**src/rtl/adc_capture_ctrl.sv**
```systemverilog
// -----------------------------------------------------------------------------
// adc_capture_ctrl
//
// Capture controller sitting between the ADC deserialiser and the host-side
// CDC FIFO, clocked in the ADC data clock domain.  Packs NUM_CH channel
// samples into one FIFO word and supports continuous, fixed-length and
// level-triggered capture with decimation and overflow accounting.
//
// Ports:
//   clk             ADC data clock, all logic on the rising edge
//   reset           synchronous, active-high
//   arm             one-cycle pulse, starts a capture when idle
//   stop            one-cycle pulse, aborts any capture
//   mode            0=continuous, 1=fixed count, 2=level trigger + count,
//                   3=treated as 1
//   capture_len     FIFO words to write in modes 1/2
//   decim           keep one of every decim+1 qualified samples
//   trig_ch         channel compared in mode 2 (>= NUM_CH selects channel 0)
//   trig_level      signed trigger threshold
//   adc_ready       MMCM locked and IDELAY ready
//   data_valid      deserialiser frame aligned
//   adc_data        NUM_CH packed samples, channel 0 in the MSBs
//   fifo_prog_full  FIFO programmable-full flag
//   fifo_din        registered sample word presented to the FIFO
//   fifo_wr_en      FIFO write strobe
//   busy            high in WAIT_TRIG or CAPTURE
//   done            sticky completion flag, cleared by arm or reset
//   overflow_count  saturating count of kept samples dropped on prog_full
//   dbg_state       current FSM state (0=IDLE 1=WAIT_TRIG 2=CAPTURE 3=DONE)
//
// Handshake: the FIFO side is a plain write strobe.  fifo_din is valid in
// every cycle fifo_wr_en is high; there is no backpressure other than
// fifo_prog_full, which turns a kept sample into a counted drop.
// -----------------------------------------------------------------------------
module adc_capture_ctrl #(
    parameter int NUM_CH   = 2,
    parameter int SAMPLE_W = 16,
    parameter int LEN_W    = 24,
    parameter int DEC_W    = 8,
    parameter int OVF_W    = 16
) (
    input  logic                         clk,
    input  logic                         reset,
    input  logic                         arm,
    input  logic                         stop,
    input  logic [1:0]                   mode,
    input  logic [LEN_W-1:0]             capture_len,
    input  logic [DEC_W-1:0]             decim,
    input  logic [1:0]                   trig_ch,
    input  logic [SAMPLE_W-1:0]          trig_level,
    input  logic                         adc_ready,
    input  logic                         data_valid,
    input  logic [NUM_CH*SAMPLE_W-1:0]   adc_data,
    input  logic                         fifo_prog_full,
    output logic [NUM_CH*SAMPLE_W-1:0]   fifo_din,
    output logic                         fifo_wr_en,
    output logic                         busy,
    output logic                         done,
    output logic [OVF_W-1:0]             overflow_count,
    output logic [1:0]                   dbg_state
);

    localparam int DW = NUM_CH * SAMPLE_W;

    typedef enum logic [1:0] {
        IDLE      = 2'd0,
        WAIT_TRIG = 2'd1,
        CAPTURE   = 2'd2,
        DONE      = 2'd3
    } state_t;

    state_t              state_q, state_d;

    // Configuration latched on arm acceptance
    logic [1:0]          mode_q;
    logic [LEN_W-1:0]    len_q;
    logic [DEC_W-1:0]    decim_q;
    logic [1:0]          trig_ch_q;
    logic [SAMPLE_W-1:0] level_q;

    logic [LEN_W-1:0]    word_q, word_d, word_inc;
    logic [DEC_W-1:0]    dec_q, dec_d;
    logic [SAMPLE_W-1:0] prev_q, prev_d;
    logic                prev_vld_q, prev_vld_d;
    logic [DW-1:0]       din_q, din_d;
    logic                wr_q, wr_d;
    logic                done_q, done_d;
    logic [OVF_W-1:0]    ovf_q, ovf_d;
    logic                load_cfg;
    logic                keep;

    logic                acc;
    logic [SAMPLE_W-1:0] trig_sample;
    logic                crossing;

    assign acc = adc_ready & data_valid;

    // Channel 0 is the default so out-of-range trig_ch values fall back to it
    always_comb begin
        trig_sample = adc_data[DW-1 -: SAMPLE_W];
        for (int c = 1; c < NUM_CH; c++) begin
            if (trig_ch_q == 2'(c)) begin
                trig_sample = adc_data[DW-1-c*SAMPLE_W -: SAMPLE_W];
            end
        end
    end

    assign crossing = ($signed(prev_q) < $signed(level_q)) &&
                      ($signed(trig_sample) >= $signed(level_q));

    always_comb begin
        state_d    = state_q;
        word_d     = word_q;
        dec_d      = dec_q;
        prev_d     = prev_q;
        prev_vld_d = prev_vld_q;
        din_d      = din_q;
        wr_d       = 1'b0;
        done_d     = done_q;
        ovf_d      = ovf_q;
        load_cfg   = 1'b0;
        keep       = 1'b0;
        word_inc   = word_q + 1'b1;

        if (stop) begin
            // stop beats arm and drops the sample of this cycle
            if (state_q != IDLE) begin
                state_d = IDLE;
            end
        end else begin
            case (state_q)
                IDLE: begin
                    if (arm) begin
                        load_cfg   = 1'b1;
                        done_d     = 1'b0;
                        word_d     = '0;
                        dec_d      = '0;
                        ovf_d      = '0;
                        prev_vld_d = 1'b0;
                        state_d    = (mode == 2'd2) ? WAIT_TRIG : CAPTURE;
                    end
                end
                WAIT_TRIG: begin
                    if (acc) begin
                        prev_d     = trig_sample;
                        prev_vld_d = 1'b1;
                        // The first qualified sample after arm only primes prev
                        if (prev_vld_q && crossing) begin
                            state_d = CAPTURE;
                            if (len_q != '0) begin
                                // Triggering sample is the first kept one;
                                // decimation restarts from it
                                keep  = 1'b1;
                                dec_d = (decim_q == '0) ? '0 : DEC_W'(1);
                            end else begin
                                dec_d = '0;
                            end
                        end
                    end
                end
                CAPTURE: begin
                    if (mode_q != 2'd0 && len_q == '0) begin
                        state_d = DONE;
                        done_d  = 1'b1;
                    end else if (acc) begin
                        keep  = (dec_q == '0);
                        dec_d = (dec_q == decim_q) ? '0 : dec_q + 1'b1;
                    end
                end
                DONE: begin
                    state_d = IDLE;
                end
                default: begin
                    state_d = IDLE;
                end
            endcase

            if (keep) begin
                if (fifo_prog_full) begin
                    if (ovf_q != '1) begin
                        ovf_d = ovf_q + 1'b1;
                    end
                end else begin
                    wr_d   = 1'b1;
                    din_d  = adc_data;
                    word_d = word_inc;
                    // Final write and entry to DONE share the same edge
                    if (mode_q != 2'd0 && word_inc == len_q) begin
                        state_d = DONE;
                        done_d  = 1'b1;
                    end
                end
            end
        end
    end

    always_ff @(posedge clk) begin
        if (reset) begin
            state_q    <= IDLE;
            mode_q     <= '0;
            len_q      <= '0;
            decim_q    <= '0;
            trig_ch_q  <= '0;
            level_q    <= '0;
            word_q     <= '0;
            dec_q      <= '0;
            prev_q     <= '0;
            prev_vld_q <= 1'b0;
            din_q      <= '0;
            wr_q       <= 1'b0;
            done_q     <= 1'b0;
            ovf_q      <= '0;
        end else begin
            state_q    <= state_d;
            word_q     <= word_d;
            dec_q      <= dec_d;
            prev_q     <= prev_d;
            prev_vld_q <= prev_vld_d;
            din_q      <= din_d;
            wr_q       <= wr_d;
            done_q     <= done_d;
            ovf_q      <= ovf_d;
            if (load_cfg) begin
                mode_q    <= (mode == 2'd3) ? 2'd1 : mode;
                len_q     <= capture_len;
                decim_q   <= decim;
                trig_ch_q <= trig_ch;
                level_q   <= trig_level;
            end
        end
    end

    // Masking with reset keeps the strobe low for the whole reset cycle,
    // not just from the edge after it
    assign fifo_wr_en     = wr_q & ~reset;
    assign fifo_din       = din_q;
    assign busy           = (state_q == WAIT_TRIG) || (state_q == CAPTURE);
    assign done           = done_q;
    assign overflow_count = ovf_q;
    assign dbg_state      = state_q;

endmodule

```
**config.mk**
```make
export PLATFORM = sky130hd
export DESIGN_NAME = adc_capture_ctrl
export DESIGN_NICKNAME = d
export VERILOG_FILES = /design/src/rtl/adc_capture_ctrl.sv
export SDC_FILE = /design/constraint.sdc
export NUM_CORES = 1
export LEC_CHECK = 0
export BUFFER_PORTS_ARGS = -buffer_cell sky130_fd_sc_hd__buf_2
export CAP_MARGIN = 5
export CORE_ASPECT_RATIO = 1.25
export CORE_UTILIZATION = 25
export DETAILED_ROUTE_END_ITERATION = 10
export REMOVE_ABC_BUFFERS = 1
export SYNTH_ARGS = -nofsm -noshare
export SYNTH_HDL_FRONTEND = slang
export SYNTH_SLANG_ARGS = --single-unit
```
**constraint.sdc**
```tcl
create_clock -name clk -period 5.5 [get_ports clk]
set_input_delay 0.825 -clock clk [delete_from_list [all_inputs] [get_ports clk]]
set_output_delay 0.825 -clock clk [all_outputs]
set_load 0.01 [all_outputs]
```
# Word-level counts from Yosys, hierarchy flattened

Index checks and enable logic that the tools add are counted.
Widths: inputs -> output; s select.

Word-level logic and storage cells: 110
Flip-flop bits (word level): 153

Reduce and logical (&&, ||, !) cells: 19
Bitwise operators: 6
Multiplexer cells: 51
$add $sub $neg: 3
Equality and inequality tests: 15
$lt $le $gt $ge: 2

Operator list:

| kind                  | number |
|---|---|
| $mux 16               | 6 |
| $mux 24               | 4 |
| $mux 8                | 6 |
| $add 24x1->24 const B | 1 |
| $eq 24x24->1          | 1 |
| $logic_not 24->1      | 1 |
| $pmux 8 s3            | 1 |
| $reduce_bool 24->1    | 1 |
| $mux 2                | 11 |
| $mux 1                | 19 |
| $add 16x1->16 const B | 1 |
| $ge 16x16->1          | 1 |
| $logic_not 8->1       | 2 |
| $lt 16x16->1          | 1 |
| $ne 16x16->1 const B  | 1 |
| $ne 2x2->1 const B    | 5 |
| $add 8x1->8 const B   | 1 |
| $eq 2x2->1 const B    | 4 |
| $eq 8x8->1            | 1 |
| $pmux 2 s4            | 1 |
| $reduce_and 7->1      | 1 |
| $pmux 1 s2            | 3 |
| $reduce_and 3->1      | 2 |
| $reduce_bool 2->1     | 3 |
| 10 further kinds      | 18 |

# Logic depth before layout (Yosys ltp)

Gate-level depths: netlist (run 1).

Word-level depth: 12
Mapped depth: 16
Mapped depth without buffers: 11

# Least setup slack after synthesis (run 1)

OpenSTA, ideal clock, no wires.

Path kind: flip-flop to flip-flop
From: register trig_ch_q[1]
To: register ovf_q[12] (netlist: overflow_count[12])
Arrival: 3842 ps
Library setup time: 78 ps
Data required time: 5422 ps
Setup slack: 1580 ps
Stages on the path, launching flop included: 17
Path through: dfxtp_1 nand2b_1 clkbuf_1 buf_1 mux2_2 ha_1 a21o_1 a221o_1 a21oi_1 a21oi_1 or2_1 clkbuf_1 o32a_1 buf_2 buf_1 a2111o_1 o21ai_0

Longest elaborated chain between the ends: 10

RTL lines:

| item                   | line | source |
|---|---|---|
| from (decl)            | 78   | `logic [1:0] trig_ch_q;` |
| from (signal assigned) | 227  | `trig_ch_q <= trig_ch;` |
| $eq 2x1->1             | 102  | `if (trig_ch_q == 2'(c)) begin` |
| $mux 16                | 102  |  |
| net trig_sample[2]     | 93   | `logic [SAMPLE_W-1:0] trig_sample;` |
| $ge 16x16->1           | 109  | `($signed(trig_sample) >= $signed(level_q));` |
| $logic_and 1x1->1      | 108  | `assign crossing = ($signed(prev_q) < $signed(level_q)) &&` |
| $logic_and 1x1->1      | 148  | `if (prev_vld_q && crossing) begin` |
| $mux 1                 | 148  |  |
| $mux 1                 | 144  | `if (acc) begin` |
| $pmux 1 s2             | 131  | `case (state_q)` |
| $mux 1                 | 125  | `if (stop) begin` |
| $mux 16                | 178  | `if (keep) begin` |
| to (signal assigned)   | 222  | `ovf_q <= ovf_d;` |
| to (decl)              | 88   | `logic [OVF_W-1:0] ovf_q, ovf_d;` |

The timed path passes the listed nets, and every way through them passes these cells. The select of a mux whose other input is x is not followed.
A chain may end at the register's enable or synchronous reset.

# Worst setup path after layout (run 1)

From: register trig_ch_q[1]
To: register dec_q[3]

Longest elaborated chain between the ends: 7

RTL lines:

| item                       | line | source |
|---|---|---|
| $eq 2x1->1                 | 102  |  |
| $mux 16                    | 102  |  |
| net trig_sample[15]        | 93   |  |
| $ge 16x16->1               | 109  |  |
| $logic_and 1x1->1          | 108  |  |
| $logic_and 1x1->1          | 148  |  |
| $ne 2x2->1 (no line)       | n/a  |  |
| $reduce_and 7->1 (no line) | n/a  |  |
| to (signal assigned)       | 206  | `dec_q <= '0;` |
| to (signal assigned)       | 216  | `dec_q <= dec_d;` |
| to (decl)                  | 82   | `logic [DEC_W-1:0] dec_q, dec_d;` |

The timed path passes the listed nets, and every way through them passes these cells.

==> results of run 1 <==
kinds of logic after synthesis:
family,synth area share [%]
buffers and inverters,5.06
AND/OR/NAND/NOR,27.1
adder cells (fa/ha/maj),5.71
XOR/XNOR,3.10
flip-flops,34.9
multiplexers,4.81
AO/OA/AOI/OAI,19.3
power groups by stage:
stage	Combinational [uW]	Sequential, uW	Clock, uW
finish	302	1150	1170
global route	335	1160	1230
CTS	304	1150	1190
detailed placement	303	1180	0
global placement	300	1180	0
floorplan	174	1170	0
registers in the layout, indices dropped and copies added, names as in the netlist, 2 cells and up:
signal	count
word_q	24
decim_q	8
dbg_state	2
trig_ch_q	2
fifo_din	32
mode_q	2
dec_q	8
overflow_count	16
prev_q	16
len_q	24
level_q	16
metal layers:
layer	share of wire (%)	vias to the layer above
li1	-	4241
met1	44	4088
met2	48	234
met3	4.7	56
met4	3.4	2
met5	0.029	-
per-stage QoR:
step           instances  cell area, sq um  util, %
2_1_floorplan       1049              8470        -
3_3_place_gp        1669              9890     28.7
3_5_place_dp        1669              9890     28.7
4_1_cts             1701             10500     30.3
5_1_grt             1704             10500     30.3
6_report            1704             10500     30.3
Yosys cell counts (5+ instances only):
library cell and count:
a22o_1 5, a22oi_1 6, nand4_1 15, or3_1 22, xnor2_1 13, and4_1 8, a31oi_1 15, nand3_1 58
a211o_1 6, buf_2 10, o21ai_0 27, ha_1 40, nand2_1 220, o211ai_1 5, nor2b_1 7, nor4_1 21
a21oi_1 116, or4b_2 5, a21o_1 8, nor4b_1 10, clkbuf_1 56, mux2i_1 23, nor3_1 22, o21a_1 7
xor2_1 18, or4_1 5, inv_1 39, o31ai_1 5, and3_1 14, a211oi_1 12, mux2_2 17, buf_1 5
dfxtp_1 153, nand2b_1 9, nor2_1 53
cell type report:
type	instances	area [sq um]
Fill cell	3727	24100
Multi-Input combinational cell	857	5300
Sequential cell	153	3060
Timing Repair Buffer	152	798
Tap cell	468	586
Clock buffer	18	429
Inverter	39	146
Clock inverter	14	135
Antenna cell	3	7.51
worst max-delay path, cell delays in order (launching register included):
cell and delay, ps:
dfxtp_1 320, nand2b_1 660, mux2_2 430, ha_1 330, nand4_1 180, nor4_1 400
a21oi_1 140, and4_1 220, a211oi_2 340, o2111ai_1 540, or4b_2 790, a21oi_1 170
how the worst max path moves through the flow:
stage	start	to	slack [ps]
global placement	trig_ch_q[1]$_SDFFE_PP0P_	dec_q[7]$_SDFFE_PP0P_	1030
CTS	trig_ch_q[1]$_SDFFE_PP0P_	dec_q[3]$_SDFFE_PP0P_	860
detailed placement	trig_ch_q[1]$_SDFFE_PP0P_	dec_q[3]$_SDFFE_PP0P_	890
global route	trig_ch_q[1]$_SDFFE_PP0P_	dec_q[3]$_SDFFE_PP0P_	450
floorplan	trig_ch_q[1]$_SDFFE_PP0P_	word_q[17]$_SDFFE_PP0N_	-340
finish	trig_ch_q[1]$_SDFFE_PP0P_	dec_q[3]$_SDFFE_PP0P_	870
cells in the final DEF (no fill, tap or decap), types with 22 or more instances in the layout:
| cell | instances |
|---|---|
| nand3_1 | 57 |
| or3_1 | 22 |
| dfxtp_1 | 153 |
| nor3_1 | 22 |
| buf_2 | 142 |
| o21ai_0 | 27 |
| nand2_1 | 220 |
| mux2i_1 | 23 |
| nor2_1 | 52 |
| inv_1 | 39 |
| a21oi_1 | 116 |
| ha_1 | 40 |
==> flow_summary.ini, run 1 <==
[worst_setup_path]
worstSetupPathType = flip-flop to flip-flop
cp_max_fo = 16
critPathRequiredTime_ps = 5870
critPathCaptureType = flip-flop
reg2reg_from = trig_ch_q[1]$_SDFFE_PP0P_
rrSetupSlack_ps = 870
crit_path_start_kind = flip-flop
reg2reg_depth = 11
arrival_ps = 5000
rr_endpoint = dec_q[3]$_SDFFE_PP0P_

[cts]
htree_levels = 4
root_buffer = clkbuf_16
postCtsSetupBuffers = 0
numCtsBuffers = 17
cts_buffer_depth = 2
ctsResizeCount = 0
ctsHoldBuffers = 0
tritoncts = yes
clk_pin_slew_ps = 60
clk_latency_ps = 460
cts_sinks = 153

[floorplan]
pin_count = 144
die_area_sq_mm = 0.0358
coreArea_sq_mm = 0.0345
num_rows = 76
die_x_um = 170
dieHeight_um = 211
start_util_pct = 25.4

[logic_synthesis]
async_flop_share_pct = 0
synthDistinctLibCells = 70
synthCells = 1122
yosysSeqAreaShare_pct = 34.9
synthFlopType = dfxtp_1
yosysTopAreaCellShare_pct = 34.9
synth-seq-cells = 153
synth_top_area_cell = dfxtp_1
synth_edf_count = 0
synth.area.top_cells = dfxtp_1, nand2_1, a21oi_1
synth_area_per_cell_sq_um = 7.82
yosysWarnings = 0
synth_area_sq_mm = 0.00877

[flow_run]
cap_viol_max_count = 0

[sta]
tns_ps = 0
setup_ws_ps = 870
finalHoldViolCount = 0
grt_setup_unrepaired = no
slew_viol_final = 0
slew_headroom_pct = 26.9
finalCritPeriodShare_pct = 84.2
layout_min_cycle_time_ps = 4630
worst_pin_slew_ps = 1090
fmax_mhz = 216
setup_violations = 0
hold_slack_ps = 451
clock_skew_ps = 18.1

[final_layout]
nets = 1351
syn_to_final_growth_pct = 19.3
drive_gt1_share_pct = 17.8

[power_and_ir_drop]
clkPwrFrac_pct = 44.4
power.switching_uw = 742
p_total_uw = 2620
power_per_cell_area_mw_per_mm2 = 251
ir_worst_vdd_v = 0.000179
power_frac_seq_pct = 44.0
p_int_uw = 1880
combPwrFrac_pct = 11.5
switching_share_pct = 28.3
power.leakage_uw = 0.00395

[place]
pre_cts_ws_ps = 890
gp_congestion = 0.947
port_buffers = 143
dp_hpwl_um = 19700

[status]
outcome = finished, final reports clean

[global_route]
grt.overflow.total = 0
grt_use_met1_pct = 19.1
grt_pass1_wl_um = 43800
grt_max_degree = 93
grt-busiest-layer = met2
met2_usage_pct = 25.8
antenna_found_initial = 4
grt_pass1_vias = 8245
use_met3_pct = 2.97
grt_use_total_pct = 15.6

[worst_hold_path]
min_path_cells = 2
min_path_type = flip-flop to flip-flop
min_from = trig_ch_q[1]$_SDFFE_PP0P_
hold_path_end = trig_ch_q[1]$_SDFFE_PP0P_

[routing]
via_per_inst = 5.06
num_vias = 8621
drc = 0
firstDrtPassIters = 6
routedWlPerCell_um = 15.9
antenna_left = 0
routed_wl_um = 27100
initialDrtViolationCount = 611
No activity file was read; power rests on OpenSTA's default activity.
==> run 2, diff against run 1 <==
--- a/config.mk
+++ b/config.mk
@@ -5,6 +5,7 @@
 export SDC_FILE = /design/constraint.sdc
 export NUM_CORES = 1
 export LEC_CHECK = 0
+export ABC_AREA = 1
 export BUFFER_PORTS_ARGS = -buffer_cell sky130_fd_sc_hd__buf_2
 export CAP_MARGIN = 5
 export CORE_ASPECT_RATIO = 1.25
==> constraint.sdc (replaced) <==
create_clock -name clk -period 4.77 [get_ports clk]
set_input_delay 0.7155 -clock clk [delete_from_list [all_inputs] [get_ports clk]]
set_output_delay 0.7155 -clock clk [all_outputs]
set_load 0.01 [all_outputs]
==> flow_summary.ini, run 2 <==
[worst_setup_path]
crit_path_frequent_cell = nand2_1
crit_path_end = word_q[0]$_SDFFE_PP0N_
cp_top_family = simple AND/OR/NAND/NOR gates
arrival_ps = 4390
cp_cell_sequence = buf_4 -> nand2_1 -> nand2_1 -> nand2_1 -> ha_1 -> nand2_1 -> nor2_2 -> nand2_1 -> nor2_2 -> nand2_1 -> nand3_1 -> nand2_1 -> nand3_2 -> nand4_4 -> nand2_2 -> nand3_2 -> inv_2 -> nand2_1 -> buf_4 -> nor2_1 -> nor2_1 -> nor2_1
rr_endpoint = word_q[0]$_SDFFE_PP0N_
worstSetupPathType = flip-flop to flip-flop
cp_max_fo = 33
crit_path_start_kind = flip-flop
path_buf_inv = 3
critPathCaptureType = flip-flop
critPathRequiredTime_ps = 5140
crit_slowest_cell = nand3_2
reg2reg_depth = 22
reg2reg_from = trig_ch_q[0]$_SDFFE_PP0P_
critPathMaxStageDelay_ps = 460
cp.depth = 22
rrSetupSlack_ps = 750
crit_start = trig_ch_q[0]$_SDFFE_PP0P_

[floorplan]
coreArea_sq_mm = 0.0356
start_util_pct = 25.5
dieHeight_um = 215
die_area_sq_mm = 0.0371
num_rows = 77
die_x_um = 172
pin_count = 144

[cts]
clk_latency_ps = 440
ctsHoldBuffers = 0
cts_buffer_depth = 2
ctsResizeCount = 0
htree_levels = 4
clk_pin_slew_ps = 70
postCtsSetupBuffers = 0
tritoncts = yes
root_buffer = clkbuf_16
cts_sinks = 153
numCtsBuffers = 17

[logic_synthesis]
yosys.area_share.simple_pct = 31.0
synth_area_per_cell_sq_um = 6.45
synth_fa_ha_area_share_pct = 5.52
synth_mux_area_share_pct = 0.110
yosysWarnings = 0
synth_edf_count = 0
synth_top_area_cell = dfxtp_1
yosysTopAreaCellShare_pct = 33.8
synthMostInstantiatedCell = nand2_1
synth_area_sq_mm = 0.00907
synthCells = 1407
synth_commonest_cells = nand2_1, inv_1, nor2_1
yosysSeqAreaShare_pct = 33.8
synthXorXnorAreaFrac_pct = 1.64
synth-seq-cells = 153
synthDistinctLibCells = 44
synthFlopType = dfxtp_1
async_flop_share_pct = 0
synth.area.top_cells = dfxtp_1, nand2_1, inv_1
synth_compound_area_share_pct = 16.9
synth_top_family_by_area = simple AND/OR/NAND/NOR gates

[final_layout]
largest_reg_flops = 32
antenna_cells_inserted = 0
nets = 1651
mostFrequentLayoutCell = nand2_1
fin_util_pct = 30.3
syn_to_final_growth_pct = 18.7
final_cell_mix = nand2_1, inv_1, nor2_1
finalNonFillerCells = 2007
drive_gt1_share_pct = 14.0

[sta]
setup_violations = 0
tns_ps = 0
slew_headroom_pct = 37.4
finalHoldViolCount = 0
clock_skew_ps = 13.7
finalCritPeriodShare_pct = 84.2
grt_setup_unrepaired = no
fmax_mhz = 249
slew_viol_final = 0
worst_pin_slew_ps = 938
layout_min_cycle_time_ps = 4020
setup_ws_ps = 753

[global_route]
grt.overflow.total = 0
grt_use_total_pct = 15.7
grt_pass1_wl_um = 46000
antenna_found_initial = 2
grt_pass1_vias = 9028
grt_max_degree = 69

[routing]
num_vias = 9308
antenna_left = 0
drc = 0
routed_wl_um = 28200
routedWlPerCell_um = 14.0
via_per_inst = 4.64
initialDrtViolationCount = 523
firstDrtPassIters = 5

[power_and_ir_drop]
p_total_uw = 3380
power.leakage_uw = 0.00507
power_per_cell_area_mw_per_mm2 = 314
ir_worst_vdd_v = 0.000236

[place]
port_buffers = 143
dp_cells = 1975
gp_congestion = 0.889
dp_hpwl_um = 20500
pre_cts_ws_ps = 768

[worst_hold_path]
min_path_cells = 2
min_path_type = flip-flop to flip-flop

[status]
outcome = finished, final reports clean

[flow_run]
cap_viol_max_count = 0
[run 2: changes by cell type after synthesis, moves of 17 or more]
| cell | delta |
|---|---|
| nor2_1 | +122 |
| nand3_1 | +48 |
| mux2_2 | -17 |
| nand2_1 | +84 |
| or3_1 | -22 |
| mux2i_1 | -22 |
| inv_1 | +145 |
| a21oi_1 | -19 |
| o21ai_1 | +52 |
| nor4_1 | -17 |
| o21ai_0 | +88 |
[run 2: per-layer routing]
layer	vias up	track usage (%)	wire (um)
met3	50	2.84	1410
met2	233	27.2	13700
met5	-	0	24
li1	4795	-	-
met4	4	6.17	802
met1	4226	18.8	12200
[run 2: cells by family after synthesis]
logic type	Yosys count
DFF	153
adders and majority gates	40
muxes	1
and+or+nand+nor	655
buffers and inverters	247
AOI/OAI and AO/OA	294
xor gates and xnor gates	17
[run 2: worst min path at each step]
stage / startpoint / to
2_1_floorplan: len_q[14]$_SDFFE_PP0P_ / len_q[14]$_SDFFE_PP0P_
3_3_place_gp: fifo_din[12]$_SDFFE_PP0P_ / fifo_din[12]$_SDFFE_PP0P_
3_5_place_dp: fifo_din[19]$_SDFFE_PP0P_ / fifo_din[19]$_SDFFE_PP0P_
4_1_cts: trig_ch[0] / trig_ch_q[0]$_SDFFE_PP0P_
5_1_grt: capture_len[0] / len_q[0]$_SDFFE_PP0P_
6_report: fifo_din[21]$_SDFFE_PP0P_ / fifo_din[21]$_SDFFE_PP0P_
[run 2: tightest hold or removal path: stages, from the launching register on]
cell	delay, ps
dfxtp_1	330
o21ai_1	70
nor2_1	70
[run 2: layout make-up]
cell class | count | area, sq um
repair buffers | 152 | 796
well taps | 474 | 593
multi-input cells | 1007 | 5010
fillers | 3950 | 24800
flip-flops and latches | 153 | 3060
clock buffers | 18 | 429
clock inverters | 14 | 161
inverters | 189 | 712
[run 2: power breakdown]
part | internal, uW | switching [uW] | leakage, uW
registers | 1340 | 51.0 | 0.00125
clock network | 783 | 612 | 0.000284
logic | 204 | 383 | 0.00354
total | 2330 | 1050 | 0.00507
[run 2: metrics by stage]
step,hold slack (ps),instance area [sq um]
after floorplan,458,8790
after detailed placement,477,10200
after global routing,511,10800
after CTS,486,10800
final,495,10800
after global placement,474,10200
